===== src/rtl/csl_add_arbiter_pkg.sv =====
// Shared constants and FSM encoding for the shared carry-select adder
// arbiter and its datapath.
package csl_pkg;

    localparam int ADD_W = 23;

    typedef logic [1:0] state_t;

    localparam state_t IDLE = 2'd0;
    localparam state_t EXEC = 2'd1;
    localparam state_t RESP = 2'd2;

endpackage


===== src/rtl/csl23bit.sv =====
// 23-bit carry-select adder: an 8-bit ripple head followed by two
// speculative blocks whose results are picked by the incoming carry.
module csl23bit (
    input  logic [22:0] a,
    input  logic [22:0] b,
    input  logic        cin,
    output logic [22:0] sum,
    output logic        cout
);

    logic [8:0] s0;
    logic [8:0] s1_0, s1_1, s1;
    logic [7:0] s2_0, s2_1, s2;

    assign s0   = {1'b0, a[7:0]} + {1'b0, b[7:0]} + {8'd0, cin};

    assign s1_0 = {1'b0, a[15:8]} + {1'b0, b[15:8]};
    assign s1_1 = {1'b0, a[15:8]} + {1'b0, b[15:8]} + 9'd1;
    assign s1   = s0[8] ? s1_1 : s1_0;

    assign s2_0 = {1'b0, a[22:16]} + {1'b0, b[22:16]};
    assign s2_1 = {1'b0, a[22:16]} + {1'b0, b[22:16]} + 8'd1;
    assign s2   = s1[8] ? s2_1 : s2_0;

    assign sum  = {s2[6:0], s1[7:0], s0[7:0]};
    assign cout = s2[7];

endmodule


===== src/rtl/rr_arbiter.sv =====
// Combinational round-robin picker: one-hot grant to the first set
// request at or after ptr, wrapping modulo NREQ.
module rr_arbiter #(
    parameter  int NREQ = 4,
    localparam int IDW  = $clog2(NREQ)
) (
    input  logic [NREQ-1:0] req,
    input  logic [IDW-1:0]  ptr,
    output logic [NREQ-1:0] gnt,
    output logic [IDW-1:0]  gnt_id
);

    logic           found;
    logic [IDW-1:0] idx;

    always_comb begin
        gnt    = '0;
        gnt_id = '0;
        found  = 1'b0;
        idx    = '0;
        for (int k = 0; k < NREQ; k++) begin
            idx = IDW'((int'(ptr) + k) % NREQ);
            if (!found && req[idx]) begin
                found    = 1'b1;
                gnt[idx] = 1'b1;
                gnt_id   = idx;
            end
        end
    end

endmodule


===== src/rtl/csl_add_arbiter.sv =====
// Round-robin front end sharing one csl23bit between NREQ requesters,
// with registered operands and a tagged valid/ready response channel.
module csl_add_arbiter
    import csl_pkg::*;
#(
    parameter  int NREQ = 4,
    localparam int IDW  = $clog2(NREQ)
) (
    input  logic                  clk,
    input  logic                  rst,
    input  logic [NREQ-1:0]       req_valid,
    output logic [NREQ-1:0]       req_ready,
    input  logic [NREQ*ADD_W-1:0] req_a,
    input  logic [NREQ*ADD_W-1:0] req_b,
    input  logic [NREQ-1:0]       req_cin,
    output logic                  rsp_valid,
    input  logic                  rsp_ready,
    output logic [ADD_W-1:0]      rsp_sum,
    output logic                  rsp_cout,
    output logic [IDW-1:0]        rsp_id,
    output logic                  busy
);

    state_t         state, nstate;
    logic [IDW-1:0] rr_ptr;

    logic [ADD_W-1:0] op_a, op_b;
    logic             op_cin;
    logic [IDW-1:0]   op_id;

    logic [NREQ-1:0]  arb_gnt;
    logic [IDW-1:0]   arb_id;
    logic             arb_en;
    logic             hs;

    logic [ADD_W-1:0] add_sum;
    logic             add_cout;

    rr_arbiter #(.NREQ(NREQ)) u_arb (
        .req    (req_valid),
        .ptr    (rr_ptr),
        .gnt    (arb_gnt),
        .gnt_id (arb_id)
    );

    csl23bit u_add (
        .a    (op_a),
        .b    (op_b),
        .cin  (op_cin),
        .sum  (add_sum),
        .cout (add_cout)
    );

    // Arbitration is open in IDLE and in the cycle a response retires.
    assign arb_en = (state == IDLE) || (state == RESP && rsp_ready);
    assign hs     = |req_ready;

    always_ff @(posedge clk or posedge rst) begin
        if (rst) state <= IDLE;
        else     state <= nstate;
    end

    always_comb begin
        nstate = state;
        case (state)
            IDLE:    nstate = hs ? EXEC : IDLE;
            EXEC:    nstate = RESP;
            RESP:    if (rsp_ready) nstate = hs ? EXEC : IDLE;
            default: nstate = IDLE;
        endcase
    end

    always_comb begin
        req_ready = '0;
        if (arb_en && !rst) req_ready = arb_gnt;
        busy = (state != IDLE);
    end

    always_ff @(posedge clk or posedge rst) begin
        if (rst) begin
            rr_ptr    <= '0;
            op_a      <= '0;
            op_b      <= '0;
            op_cin    <= 1'b0;
            op_id     <= '0;
            rsp_valid <= 1'b0;
            rsp_sum   <= '0;
            rsp_cout  <= 1'b0;
            rsp_id    <= '0;
        end else begin
            if (hs) begin
                op_a   <= req_a[int'(arb_id)*ADD_W +: ADD_W];
                op_b   <= req_b[int'(arb_id)*ADD_W +: ADD_W];
                op_cin <= req_cin[arb_id];
                op_id  <= arb_id;
                rr_ptr <= (arb_id == IDW'(NREQ-1)) ? '0 : arb_id + 1'b1;
            end
            if (state == EXEC) begin
                rsp_sum   <= add_sum;
                rsp_cout  <= add_cout;
                rsp_id    <= op_id;
                rsp_valid <= 1'b1;
            end else if (state == RESP && rsp_ready) begin
                rsp_valid <= 1'b0;
            end
        end
    end

endmodule


===== config.mk =====
export PLATFORM = sky130hd
export DESIGN_NAME = csl_add_arbiter
export DESIGN_NICKNAME = d
export VERILOG_FILES = /design/src/rtl/csl_add_arbiter_pkg.sv /design/src/rtl/csl23bit.sv /design/src/rtl/rr_arbiter.sv /design/src/rtl/csl_add_arbiter.sv
export SDC_FILE = /design/constraint.sdc
export NUM_CORES = 1
export LEC_CHECK = 0
export CORE_UTILIZATION = 49
export DETAILED_ROUTE_END_ITERATION = 10
export PLACE_DENSITY = 0.87
export SLEW_MARGIN = 20
export SYNTH_ARGS = -nofsm -noshare
export SYNTH_HDL_FRONTEND = slang
export SYNTH_HIERARCHICAL = 1
export SYNTH_SLANG_ARGS = --single-unit

===== constraint.sdc =====
create_clock -name clk -period 4.73 [get_ports clk]
set_input_delay 0.7095 -clock clk [delete_from_list [all_inputs] [get_ports clk]]
set_output_delay 0.7095 -clock clk [all_outputs]
set_load 0.01 [all_outputs]

==> run summary, run 1 <==
status - finished, final reports clean
worst hold-check path type - reg2reg
initial DRC count - 187
diodes inserted - 0
setup repair after global routing missed its margin - false
Tightest Pin Transition - 1040 ps
ys async rst share - 100%
VDD IR max - 0.000456 V
total CTS buffers - 9
area of the multi-input gates - 3930 um2
Synth area leaders - dfrtp_1, mux4_2, mux2_4, ha_1, mux2_2
initial antenna violation count - 0
Syn Std Cell Area - 6140 um2
CTS H-tree depth - 3
Pleak - 3.64 nW
critical path arrival - 3280 ps
Setup Viol. Count Final - 0
Final WS setup - 741 ps
Avg Inst Size Synth - 13.7 um2
PwrDens - 852 nW/um2
pin count of the biggest net entering global routing - 51
Post-synth EDFFs - 0
# hold bufs at CTS - 0
Max Slew Vio Count - 0
Worst setup EP type - primary output
IO Pins - 227
crit path kind - reg2out
min cycle time layout - 3990 ps
#FFs+latches synth - 80
library cells used by synthesis - 54
fin crit share - 84.3%
CP required - 4020 ps
Initial Utilization - 50.7%
Syn. warnings - 6
fillcell total - 827
Worst-path clk slew - 60 ps
post-CTS resize count - 0
Final Hold Fails - 0
First-pass DRT Iterations - 4
area delta synth->final - 43.1%
top post-synthesis cells by count - dfrtp_1, mux4_2, mux2_4
clk sinks - 80
worst-path fanout max - 10
Net Count, Synth - 678
Sequential Area - 2000 um2
Final Skew - 8.43 ps
Setup crit start kind - flip-flop
final standard cell area without fillers - 8780 um2
post-CTS setup buffer count - 0
Non-Filler Instances - 842
DP Cell Count - 827
share of cells above drive strength 1 - 24.9%
Synth Flop Type - dfrtp_1
insertion delay to the later sink of the worst-skew pair - 330 ps
Slew HR - 31.0%
remaining routing DRC violations - 0
Placement Rows - 40
core area - 12100 um2
ANT nets after route - 0
Die W - 114 um
Yosys top cell by area - dfrtp_1
gp weighted congestion - 0.849
gr usage total - 26.2%
worst slack at placement - 360 ps
Root Buffer Master - clkbuf_16
CTS Buffer Depth - 2
DR vias/cell - 5.69
Post-Route WL - 16.4 mm
Final nets - 899
hpwl dp - 13.1 mm
vias in the first global route - 5136
Setup TNS - 0 ps
Port Buf Inserts - 226
DP Area - 8500 um2
Synth Instances - 449
sequential fraction of the synthesis area - 32.6%
total of max-cap violations - 0
CTS tree - done
total vias in the final route - 4793
die area - 13000 um2
die extent in y - 114 um
GRT Residual Overflow - 0
Fmax - 251 MHz
first-pass GRT wire length - 25.9 mm
Synth top area share - 32.6%
top-count cell post-synth - dfrtp_1
drt wl/cell - 19.5 um
==> cells by family after synthesis <==
logic type | share of synthesized area, %
multiplexers | 37.6
flip-flops | 32.6
AND/OR/NAND/NOR | 6.83
AO/OA/AOI/OAI | 7.30
adder cells (fa/ha/maj) | 7.42
buffers and inverters | 3.95
XOR/XNOR | 4.28
==> per-stage QoR <==
stage | utilization (%) | power [W] | hold WS (ps)
finish | 72.5 | 0.00749 | 509
global route | 72.5 | 0.00801 | 524
CTS | 72.5 | 0.00755 | 507
detailed placement | 70.1 | 0.00681 | 494
global placement | 70.1 | 0.00655 | 486
floorplan | - | 0.00560 | 455
==> power breakdown <==
group	total (W)	internal (W)	switching, W
clock	0.000682	0.000418	0.000264
sequential	0.00136	0.00107	0.000286
combinational	0.00545	0.00299	0.00245
==> placed cells by master (no fill, tap or decap), types with 3 or more instances in the layout <==
master,netlist,routed
buf_4,0,6
nor2_1,10,10
clkbuf_16,0,9
and3_1,9,9
mux2i_1,6,6
o21ai_0,5,5
xor2_1,14,14
xnor2_1,16,16
a21oi_1,10,10
o2bb2ai_1,5,4
clkdlybuf4s50_1,0,226
mux2_2,30,30
fa_1,4,4
a21o_1,13,13
clkinv_2,0,4
nor2b_1,5,4
mux2_4,50,50
ha_1,30,30
inv_1,10,9
mux4_2,51,51
dfrtp_1,80,80
a221oi_1,7,7
nand3_1,5,5
a211oi_1,3,3
nor3_1,6,6
nand2_1,21,21
==> flip-flops by register name, summed over array words and instances, names as in the netlist <==
register	flops
rsp_id	2
rsp_cout	1
rsp_sum	23
op_b	23
op_cin	1
rr_ptr	2
rsp_valid	1
state	2
op_id	2
op_a	23
==> cell type report <==
| type | instances | area share, % |
|---|---|---|
| Multi-Input combinational cell | 336 | 44.7 |
| Timing Repair Buffer | 232 | 26.3 |
| Sequential cell | 80 | 22.8 |
| Clock buffer | 11 | 2.76 |
| Tap cell | 168 | 2.39 |
| Inverter | 11 | 0.541 |
| Clock inverter | 4 | 0.513 |
==> routing by layer <==
| metal | vias to the layer above | track usage [%] | wire length (um) |
|---|---|---|---|
| met1 | 2388 | 30.9 | 6340 |
| met3 | 35 | 5.05 | 922 |
| met2 | 194 | 46.5 | 8590 |
| met4 | 0 | 11.3 | 528 |
| met5 | - | 0 | 0 |
| li1 | 2176 | - | - |
==> worst max-delay path: stages (launching register included) <==
cell	delay, ps
dfrtp_1	570
inv_1	160
ha_1	440
mux4_2	480
nor2b_4	250
a221oi_1	110
o2bb2ai_1	220
and3_1	180
clkdlybuf4s50_1	530
==> worst paths after layout <==
path,start,end,slack (ps),cells past startpoint
max,rr_ptr[1]$_DFFE_PP0P_,req_ready[3],740,8
min,op_id[1]$_DFFE_PP0P_,rsp_id[1]$_DFFE_PP0P_,510,1
max reg2reg,rr_ptr[1]$_DFFE_PP0P_,op_b[6]$_DFFE_PP0P_,760,8
min reg2reg,op_id[1]$_DFFE_PP0P_,rsp_id[1]$_DFFE_PP0P_,510,1
max in group asynchronous,rst,rsp_sum[21]$_DFFE_PP0P_,2930,3
min in group asynchronous,rst,state[0]$_DFFE_PP0P_,800,2
Power figures use the tool's default switching activity.
==> run 2, diff against run 1 <==
Settings changed: CORE_UTILIZATION 49 to 41, PLACE_DENSITY 0.87 to 0.78.
Clock period 4.73 ns to 3.2 ns, I/O delays scaled along.
==> run summary, run 2 (same netlist as run 1, synthesis figures left out) <==
Setup crit start kind - flip-flop
initial DRC count - 237 (+27%)
clk sinks - 80 (unchanged)
Flop pwr share - 17.0% (-1.1 points)
wl on met1 - 6.32 mm (-0.21%)
Internal - 0.00694 W (+55%)
DR vias/cell - 5.43 (-4.7%)
core area - 14600 um2 (+20%)
ANT nets after route - 0 (unchanged)
fin crit share - 97.4%
DR WL met2 - 8.28 mm (-3.6%)
worst hold margin - 506 ps (-2.39 ps)
Die W - 124 um (+9.2%)
status - finished, final reports clean
Fmax - 321 MHz
hpwl dp - 13.0 mm (-1.2%)
Setup Viol. Count Final - 0 (unchanged)
vias in the first global route - 5049 (-1.7%)
Non-Filler Instances - 883 (+4.9%)
Placement Rows - 44 (+10%)
top sig layer - met5
Pleak - 3.78 nW (+4.0%)
Final WS setup - 82.0 ps (-659 ps)
initial antenna violation count - 2 (+2)
GRT Residual Overflow - 0 (unchanged)
Worst-path clk slew - 60 ps (about the same)
CTS Buffer Depth - 2 (unchanged)
# hold bufs at CTS - 0 (unchanged)
die area - 15500 um2 (+19%)
die extent in y - 124 um (+9.2%)
area delta synth->final - 47.5%
Root Buffer Master - clkbuf_16
worst slack at placement - -321 ps (-681 ps)
commonest non-fill, non-tap cell in the layout - clkdlybuf4s50_1
drt wl/cell - 18.0 um (-7.4%)
crit path kind - reg2out
insertion delay to the later sink of the worst-skew pair - 340 ps (about the same)
CTS tree - done
worst-path fanout max - 4 (-6)
min cycle time layout - 3120 ps
first-pass GRT wire length - 25.6 mm (-1.3%)
critical path arrival - 2640 ps (-640 ps)
Net Sw Power - 0.00458 W (+53%)
met3 wire length - 934 um (+1.3%)
PwrDens - 1270 nW/um2 (+49%)
biggest regs - op_a: 23 flops, op_b: 23 flops, rsp_sum: 23 flops
Max Slew Vio Count - 0 (unchanged)
gp weighted congestion - 0.898 (+5.8%)
total CTS buffers - 9 (unchanged)
First-pass DRT Iterations - 4 (unchanged)
VDD IR max - 0.000693 V (+52%)
CP required - 2720 ps (-1300 ps)
share of cells above drive strength 1 - 28.4% (+3.4 points)
gr usage total - 21.0% (-5.3 points)
Post-Route WL - 15.9 mm (-2.8%)
highest-count cells in the layout ignoring fill and taps - clkdlybuf4s50_1, dfrtp_1, mux4_2, mux2_4
Initial Utilization - 42.1% (-8.6 points)
Port Buf Inserts - 226 (unchanged)
Tightest Pin Transition - 577 ps (-458 ps)
Final Hold Fails - 0 (unchanged)
DP Cell Count - 859 (+3.9%)
pin count of the biggest net entering global routing - 51 (unchanged)
Worst setup EP type - primary output
total of max-cap violations - 0 (unchanged)
Final Skew - 5.99 ps (-2.45 ps)
worst hold-check path type - reg2reg
clock share of power - 8.2% (-0.9 points)
total vias in the final route - 4792 (-0.021%)
CTS H-tree depth - 3 (unchanged)
IO Pins - 227 (unchanged)
Slew HR - 61.5% (+31 points)
sw frac - 39.8% (-0.35 points)
remaining routing DRC violations - 0 (unchanged)
Comb power frac - 74.8% (+2.0 points)
Final nets - 922 (+2.6%)
[run 2: cell types whose count changed in the layout (fill, tap and decap cells not counted), sizes merged]
cell and delta:
clkinvlp +3, clkinv -1, diode +1, dlygate4sd2 +7
clkdlybuf4s50 -7, buf +23, bufinv -1
[run 2: power by group through the flow]
stage / sequential, W / combinational [W] / clock (W)
6_report: 0.00195 / 0.00862 / 0.000945
2_1_floorplan: 0.00195 / 0.00634 / 0
5_1_grt: 0.00202 / 0.00931 / 0.00102
3_3_place_gp: 0.00194 / 0.00819 / 0
3_5_place_dp: 0.00196 / 0.00845 / 0
4_1_cts: 0.00195 / 0.00850 / 0.000971
[run 2: final timing paths]
check,end,depth (start not counted),slack [ps],startpoint
worst max register to register,op_a[5]$_DFFE_PP0P_,10,90,rr_ptr[0]$_DFFE_PP0P_
worst min-delay path,rsp_sum[21]$_DFFE_PP0P_,1,510,rsp_sum[21]$_DFFE_PP0P_
max in group asynchronous,op_b[0]$_DFFE_PP0P_,3,1890,rst
worst min register to register,rsp_sum[21]$_DFFE_PP0P_,1,510,rsp_sum[21]$_DFFE_PP0P_
min in group asynchronous,rsp_id[0]$_DFFE_PP0P_,2,550,rst
worst max-delay path,req_ready[1],9,80,rr_ptr[0]$_DFFE_PP0P_
[run 2: layout make-up]
class	instances	area, um2
Inverter	11	58.8
Timing Repair Buffer	255	2510
Clock inverter	5	32.5
Sequential cell	80	2000
Clock buffer	11	243
Antenna cell	1	2.50
Tap cell	184	230
Fill cell	1100	5540
Multi-Input combinational cell	336	3970
[run 2: routing by layer]
| layer | vias to the layer above | GRT usage [%] |
|---|---|---|
| li1 | 2229 | - |
| met1 | 2365 | 25.2 |
| met2 | 166 | 35.9 |
| met3 | 30 | 4.68 |
| met4 | 2 | 9.21 |
| met5 | - | 0 |
[run 2: metrics by stage]
stage	TNS, ps	power [W]	util, %	cell area, um2
after global routing	-41.1	0.0124	62.1	9050
final	0	0.0115	62.1	9050
after global placement	-8680	0.0101	59.5	8670
after detailed placement	-15960	0.0104	59.5	8670
after CTS	0	0.0114	61.5	8970
after floorplan	0	0.00829	-	6140
[run 2: critical path, cell delays in order, from the launching register on]
cell           delay [ps]
dfrtp_1               400
inv_1                 110
ha_1                  340
mux4_2                350
buf_4                 170
nor3_4                180
buf_4                 150
o2bb2ai_1             130
and3_1                190
dlygate4sd2_1         280
[run 2: what timing repair did]
action | CTS | global route
setup endpoints to repair | 4 | 58
resized for setup | 8 | 10
buffers inserted | 3 | 4
pin swaps | 0 | 5
